`config.mk`:
```
export PLATFORM = sky130hd
export DESIGN_NAME = reg_pipe
export DESIGN_NICKNAME = d
export VERILOG_FILES = /design/src/rtl/reg_pkg.sv /design/src/rtl/reg_skid.sv /design/src/rtl/reg_pipe.sv
export SDC_FILE = /design/constraint.sdc
export NUM_CORES = 1
export LEC_CHECK = 0
export BUFFER_PORTS_ARGS = -buffer_cell sky130_fd_sc_hd__buf_2
export CORE_UTILIZATION = 40
export DETAILED_ROUTE_END_ITERATION = 16
export SYNTH_ARGS = -nofsm -noshare
export SYNTH_HDL_FRONTEND = slang
export SYNTH_SLANG_ARGS = --single-unit
```
`constraint.sdc`:
```
create_clock -name clk -period 3.55 [get_ports clk]
set_clock_uncertainty 0.15 [all_clocks]
set_input_delay 1.065 -clock clk [delete_from_list [all_inputs] [get_ports clk]]
set_output_delay 1.065 -clock clk [all_outputs]
set_load 0.03 [all_outputs]
```
`src/rtl/reg_pkg.sv`:
```
// Shared types and helpers for the reg_pipe skid-buffer chain.
package reg_pkg;

    // The encoding is chosen so that bit 0 is the main-valid flag and bit 1 is the
    // skid-valid flag. Both stage handshake outputs are then plain flop bits.
    // The combination (m_v=0, s_v=1) is never entered.
    typedef enum logic [1:0] {
        S_EMPTY = 2'b00,
        S_ONE   = 2'b01,
        S_TWO   = 2'b11
    } stage_state_e;

    // Width of a counter that spans 0..2*stages.
    function automatic int CNT_W(input int stages);
        return $clog2(2 * stages + 1);
    endfunction

endpackage

```
`src/rtl/reg_skid.sv`:
```
// Single 2-entry skid-buffer stage. Ready is taken from state only, so chaining
// stages never creates a combinational ready path.
module reg_skid
    import reg_pkg::*;
#(
    parameter int               WIDTH       = 8,
    parameter logic [WIDTH-1:0] RESET_VALUE = {WIDTH{1'b0}}
) (
    input  logic             clk,
    input  logic             rst,
    input  logic             flush,
    input  logic [WIDTH-1:0] in_data,
    input  logic             in_valid,
    output logic             in_ready,
    output logic [WIDTH-1:0] out_data,
    output logic             out_valid,
    input  logic             out_ready
);

    stage_state_e     state_q, state_d;
    logic [WIDTH-1:0] main_q, main_d;
    logic [WIDTH-1:0] skid_q, skid_d;
    logic             in_fire, out_fire;

    assign in_ready  = ~state_q[1];
    assign out_valid = state_q[0];
    assign out_data  = main_q;

    // Next-state and data steering. Flush voids both handshakes and keeps the data.
    always_comb begin
        state_d  = state_q;
        main_d   = main_q;
        skid_d   = skid_q;
        in_fire  = in_valid && in_ready;
        out_fire = out_valid && out_ready;
        if (flush) begin
            state_d = S_EMPTY;
        end else begin
            case (state_q)
                S_EMPTY: begin
                    if (in_fire) begin
                        main_d  = in_data;
                        state_d = S_ONE;
                    end
                end
                S_ONE: begin
                    if (in_fire && out_fire) begin
                        main_d = in_data;
                    end else if (in_fire) begin
                        skid_d  = in_data;
                        state_d = S_TWO;
                    end else if (out_fire) begin
                        state_d = S_EMPTY;
                    end
                end
                S_TWO: begin
                    if (out_fire) begin
                        main_d  = skid_q;
                        state_d = S_ONE;
                    end
                end
                default: state_d = S_EMPTY;
            endcase
        end
    end

    // State and data registers. Reset loads the known data value.
    always_ff @(posedge clk) begin
        if (rst) begin
            state_q <= S_EMPTY;
            main_q  <= RESET_VALUE;
            skid_q  <= RESET_VALUE;
        end else begin
            state_q <= state_d;
            main_q  <= main_d;
            skid_q  <= skid_d;
        end
    end

endmodule

```
`src/rtl/reg_pipe.sv`:
```
// Parametrised chain of skid-buffer stages with a valid/ready handshake, flush,
// and a registered count of the beats held in the chain.
module reg_pipe
    import reg_pkg::*;
#(
    parameter int               WIDTH       = 8,
    parameter int               STAGES      = 1,
    parameter logic [WIDTH-1:0] RESET_VALUE = {WIDTH{1'b0}}
) (
    input  logic                       clk,
    input  logic                       rst,
    input  logic                       flush,
    input  logic [WIDTH-1:0]           in_data,
    input  logic                       in_valid,
    output logic                       in_ready,
    output logic [WIDTH-1:0]           out_data,
    output logic                       out_valid,
    input  logic                       out_ready,
    output logic [CNT_W(STAGES)-1:0]   count
);

    localparam int CW = CNT_W(STAGES);

    // Index k is the input of stage k. Index STAGES is the chain output.
    logic [WIDTH-1:0] data_c [STAGES+1];
    logic             vld_c  [STAGES+1];
    logic             rdy_c  [STAGES+1];

    logic [CW-1:0]    count_q, count_d;
    logic             in_fire, out_fire;

    assign data_c[0]      = in_data;
    assign vld_c[0]       = in_valid;
    assign rdy_c[STAGES]  = out_ready;
    assign in_ready       = rdy_c[0];
    assign out_data       = data_c[STAGES];
    assign out_valid      = vld_c[STAGES];
    assign count          = count_q;

    for (genvar k = 0; k < STAGES; k++) begin : g_stage
        reg_skid #(
            .WIDTH       (WIDTH),
            .RESET_VALUE (RESET_VALUE)
        ) u_stage (
            .clk       (clk),
            .rst       (rst),
            .flush     (flush),
            .in_data   (data_c[k]),
            .in_valid  (vld_c[k]),
            .in_ready  (rdy_c[k]),
            .out_data  (data_c[k+1]),
            .out_valid (vld_c[k+1]),
            .out_ready (rdy_c[k+1])
        );
    end

    // The occupancy count follows the chain-level handshakes. Flush empties the chain.
    always_comb begin
        count_d  = count_q;
        in_fire  = in_valid && in_ready;
        out_fire = out_valid && out_ready;
        if (flush) begin
            count_d = '0;
        end else if (in_fire && !out_fire) begin
            count_d = count_q + CW'(1);
        end else if (out_fire && !in_fire) begin
            count_d = count_q - CW'(1);
        end
    end

    // Count register.
    always_ff @(posedge clk) begin
        if (rst) begin
            count_q <= '0;
        end else begin
            count_q <= count_d;
        end
    end

endmodule
```
Word level (Yosys, flattened, before mapping):

Cells that the tools add are included.

* muxes and demuxes: 12
* eq/ne operators: 7
* add/subtract/negate cells: 2
* bitwise logic cells: 3
* reduce and logical (&&, ||, !) cells: 14

Operators by type and width (number)
* 8-bit 2-to-1 mux: 3
* 8-bit one-hot mux with 3 select lines: 1
* 2-bit 2-to-1 mux: 7
* 4-bit AND reduction: 2
* 2-bit by 1-bit != test with 1-bit output (second input constant): 3
* 2-bit one-hot mux with 3 select lines: 1
* 1-bit logical AND: 5
* 5-bit AND reduction: 1
* 3-bit by 1-bit != test with 1-bit output (second input constant): 1
* 1-bit inverter: 3
* 3-bit nonzero test: 1
* 2-bit by 1-bit adder with 2-bit output (second input constant): 1
* 2-bit by 1-bit equality test with 1-bit output (second input constant): 1
* 2-bit equality test (second input constant): 1
* 1-bit zero test: 2
* 2-bit zero test: 1
* 2-bit != test (second input constant): 1
* 2-bit nonzero test: 1
* 2-bit OR reduction: 1
* 2-bit by 1-bit subtractor with 2-bit output (second input constant): 1

* register bits after elaboration: 20
* input port bits: 13
* word-level logic and storage cells: 42
* output and inout bits: 12

Longest topological paths before layout:

* depth after elaboration: 6
* gate-level depth with buffers: 7
* mapped depth without buffers: 7

Cells and area by module:

From an unflattened synthesis, not the netlist that was laid out.

* cell total of the unflattened synthesis: 99
* area total of the unflattened synthesis: 1031.0 sq um

By module, submodules not included
* reg_skid: seq. area each 360.3 sq um, area each 927.1 sq um, cells an instance 88, times used 1
* reg_pipe: seq. area each 40.0 sq um, area each 103.8 sq um, cells an instance 11, times used 1

Least setup slack after synthesis:

Ideal clock, no wire load.

* kind: input -> register
* start: in flush
* end: reg g_stage[0].u_stage.main_q[4]
* required time: 3.312 ns
* path slack: 1.255 ns
* path buffers: 1
* setup time: 0.088 ns
* stages on the path: 5
* arrival: 2.057 ns
* cells stage by stage: or2_1 > a221oi_4 > buf_6 > a21oi_2 > a311oi_2

* word-level cells in the longest chain between the ends: 2

Ends and longest elaborated chain
* start: declaration: RTL line reg_pipe.sv:12 `input logic flush,`
* 1-bit inverter (no source line)
* 5-bit AND reduction (no source line)
* end signal: assignment: RTL line reg_skid.sv:75 `main_q <= main_d;`
* end: declaration: RTL line reg_skid.sv:21 `logic [WIDTH-1:0] main_q, main_d;`

Every way passes these cells.
A chain may end at the register's enable or synchronous reset.

Final worst setup path:

* start: in flush
* end: reg g_stage[0].u_stage.main_q[2]

The elaborated chain is that of the path after synthesis.

==> out/qor.csv <==
stage;metric;value;unit
outcome;status;finished, final reports clean;
global_route;largest net degree at the start of global routing;22;
route;post-detailed-route count of antenna-violating nets;0;
synth;sequential share of the synthesized area;0.389;
synth;most instantiated cells after synthesis;20 x dfxtp_1, 18 x mux2i_1, 11 x nor2_1;
synth;most frequent cell after synthesis;dfxtp_1;
power_and_ir_drop;clock share of power;0.349;
clock_network;clk buf depth;2;
place;DP HPWL;1.44;mm
power_and_ir_drop;Gate power share;0.192;
global_route;initial antenna violation count;0;
clock_network;post-CTS setup buffers;0;
clock_network;CTS root buf;clkbuf_4;
cells_and_area;Syn-to-layout area delta;16.9;%
timing;fin. max-slew vios;0;
timing;Max-slew headroom;0.512;
timing;setup TNS;0;ps
clock_network;clk sink count;20;
clock_network;CTS Hold Buffers Added;0;
critical_path;CP Data Arrival Time;2490;ps
cells_and_area;share of cells above drive strength 1;0.306;
power_and_ir_drop;pwr dens;443;mW/mm²
critical_path;type of the worst setup path;in2reg;
clock_network;clock slew at reported path FFs;120;ps
synth;Post-Syn Area;0.00103;mm²
power_and_ir_drop;Seq pwr share;0.459;
global_route;gr usage total;0.159;
synth;Async S/R FF share, synth;0;
clock_network;CTS tree;done;
power_and_ir_drop;Static Leak;0.000536;µW
synth;area leader, netlist;dfxtp_1;
synth;top cell type's share of synthesized area;0.389;
route;Via Count;799;
synth;syn_nets;118;
power_and_ir_drop;Int Pwr;389;µW
die;Core Footprint;0.00245;mm²
place;Port Buffers;24;
critical_path;Req. time, crit path;3610;ps
cells_and_area;Layout Nets;141;
place;Setup WS pre-CTS;830;ps
die;DIE WIDTH;52.7;µm
die;Starting Density;0.419;
synth;Synth area leaders;dfxtp_1 39%, mux2i_1 17%, ha_1 7.3%;
cells_and_area;Post-Route Utilization;0.490;
cells_and_area;Filler Cells Inserted;256;
place;routability cong.;0.822;
clock_network;number of CTS-inserted buffers;3;
timing;Setup-failing EPs final;0;
route;drt drc;0;
timing;Tcrit/Tclk final;0.685;
synth;most common flop cell mapped by yosys;dfxtp_1;
timing;slew at the pin closest to its max-slew limit;732;ps
synth;Syn. warnings;0;
power_and_ir_drop;switching share of total power;0.271;
worst_hold_path;HP Class;reg2reg;
timing;minimum clock period;2430;ps
cells_and_area;register area;400;µm²
critical_path;CP Max Fanout;16;
cells_and_area;antenna cells;0;
die;die span in y;52.7;µm
timing;fmax;411;MHz
route;First DRT Iteration DRCs;7;
timing;worst setup margin;1120;ps
route;Via density;5.29;
power_and_ir_drop;Power, Total;533;µW
cells_and_area;area occupied by multi-input gates;582;µm²
critical_path;slowest CP cell;a221oi_4;
route;routed len/inst;12.8;µm
run;maxcap violations;0;
clock_network;Skew-Pair Late Insertion Delay;290;ps
synth;Gate Count Post-Synth;99;
power_and_ir_drop;Psw;144;µW
synth;synthesized area per cell;10.4;µm²
synth;synth unique cells;26;
global_route;final global-route overflow total;0;
global_route;first-pass GRT wire length;3.17;mm
critical_path;CP peak stage delay;580;ps
die;Placement Rows;18;
die;Ports;25;
critical_path;Worst setup EP type;flop;
clock_network;H-tree levels;1;
clock_network;# resized after CTS;0;
critical_path;Startpoint Class;input pin;
critical_path;CP cell instances;buf_2 > or2_1 > a221oi_4 > a21oi_1 > a311oi_1;
critical_path;Bufs and invs on worst path;1;
synth;register bit total from synthesis;20;
power_and_ir_drop;VDD IR max;237;µV
timing;RSZ-0062 raised after global routing;no;
die;Die Footprint;0.00278;mm²
timing;Fin. Hold Viols;0;
route;final WL;1.93;mm
route;drt first pass iters;2;
synth;number of enable flip-flop cells after synthesis;0;
critical_path;delay-heaviest family, CP;compound AO/OA/AOI/OAI gates;
global_route;number of global-route vias before repair;723;
==> stage by stage <==
step	hold slack (ps)	std cells	cell area, µm²
final	360	151	1200
after global routing	392	151	1200
after CTS	366	151	1200
after detailed placement	338	147	1150
after global placement	324	147	1150
after floorplan	313	99	1030
==> cell type report <==
class	instances	share of cell area
Tap cell	30	0.0312
Clock inverter	1	0.0249
Multi-Input combinational cell	70	0.483
Sequential cell	20	0.333
Inverter	3	0.00936
Clock buffer	3	0.0187
Timing Repair Buffer	24	0.0998
==> cell families after synthesis <==
group / Yosys count / share of synthesized area
AOI/OAI and AO/OA: 21 / 0.185
and+or+nand+nor: 21 / 0.0984
DFF: 20 / 0.389
muxes: 18 / 0.175
buffers and inverters: 9 / 0.0462
adders and majority gates: 6 / 0.0729
xor gates and xnor gates: 4 / 0.0340
==> routing by layer <==
layer	global-route usage	share of wire
met1	0.207	0.46
met5	0	0
met3	0.0174	0.032
met4	0.0789	0.0067
met2	0.255	0.50
==> tightest hold or removal path, delay by kind of cell, from the launching register on <==
kind,cells,cell delay (ps)
flops,1,350
simple gates,1,70
mux,1,70
==> cell usage in the layout (no fill, tap or decap), drive strengths merged, types with 2 or more instances in the layout <==
cell / n
inv: 3
mux2i: 18
nand2: 4
nor2: 11
clkbuf: 3
a311oi: 8
ha: 6
dfxtp: 20
a21oi: 9
xnor2: 2
nor3: 2
nand4b: 2
buf: 24
xor2: 2
==> final timing paths <==
check	cells after the start	slack, ps	endpoint	startpoint
max	5	1120	g_stage[0].u_stage.out_data[2]	flush
max reg2reg	4	1290	g_stage[0].u_stage.out_data[2]	g_stage[0].u_stage.state_q[0]
min	2	360	g_stage[0].u_stage.skid_q[1]	g_stage[0].u_stage.skid_q[1]
min reg2reg	2	360	g_stage[0].u_stage.skid_q[1]	g_stage[0].u_stage.skid_q[1]
==> power by group through the flow <==
| stage | Clock (µW) | Sequential [µW] | Combinational [µW] |
|---|---|---|---|
| 2_1_floorplan | 0 | 270 | 56.3 |
| 3_3_place_gp | 0 | 250 | 99.5 |
| 3_5_place_dp | 0 | 250 | 103 |
| 4_1_cts | 191 | 245 | 103 |
| 5_1_grt | 199 | 247 | 112 |
| 6_report | 186 | 245 | 102 |
==> sequential cells by signal, summed over array words and instances (netlist names) <==
register	cells
g_stage.u_stage.state_q	2
count	2
g_stage.u_stage.skid_q	8
g_stage.u_stage.out_data	8
Note: power is estimated with default switching activity, not from simulation.
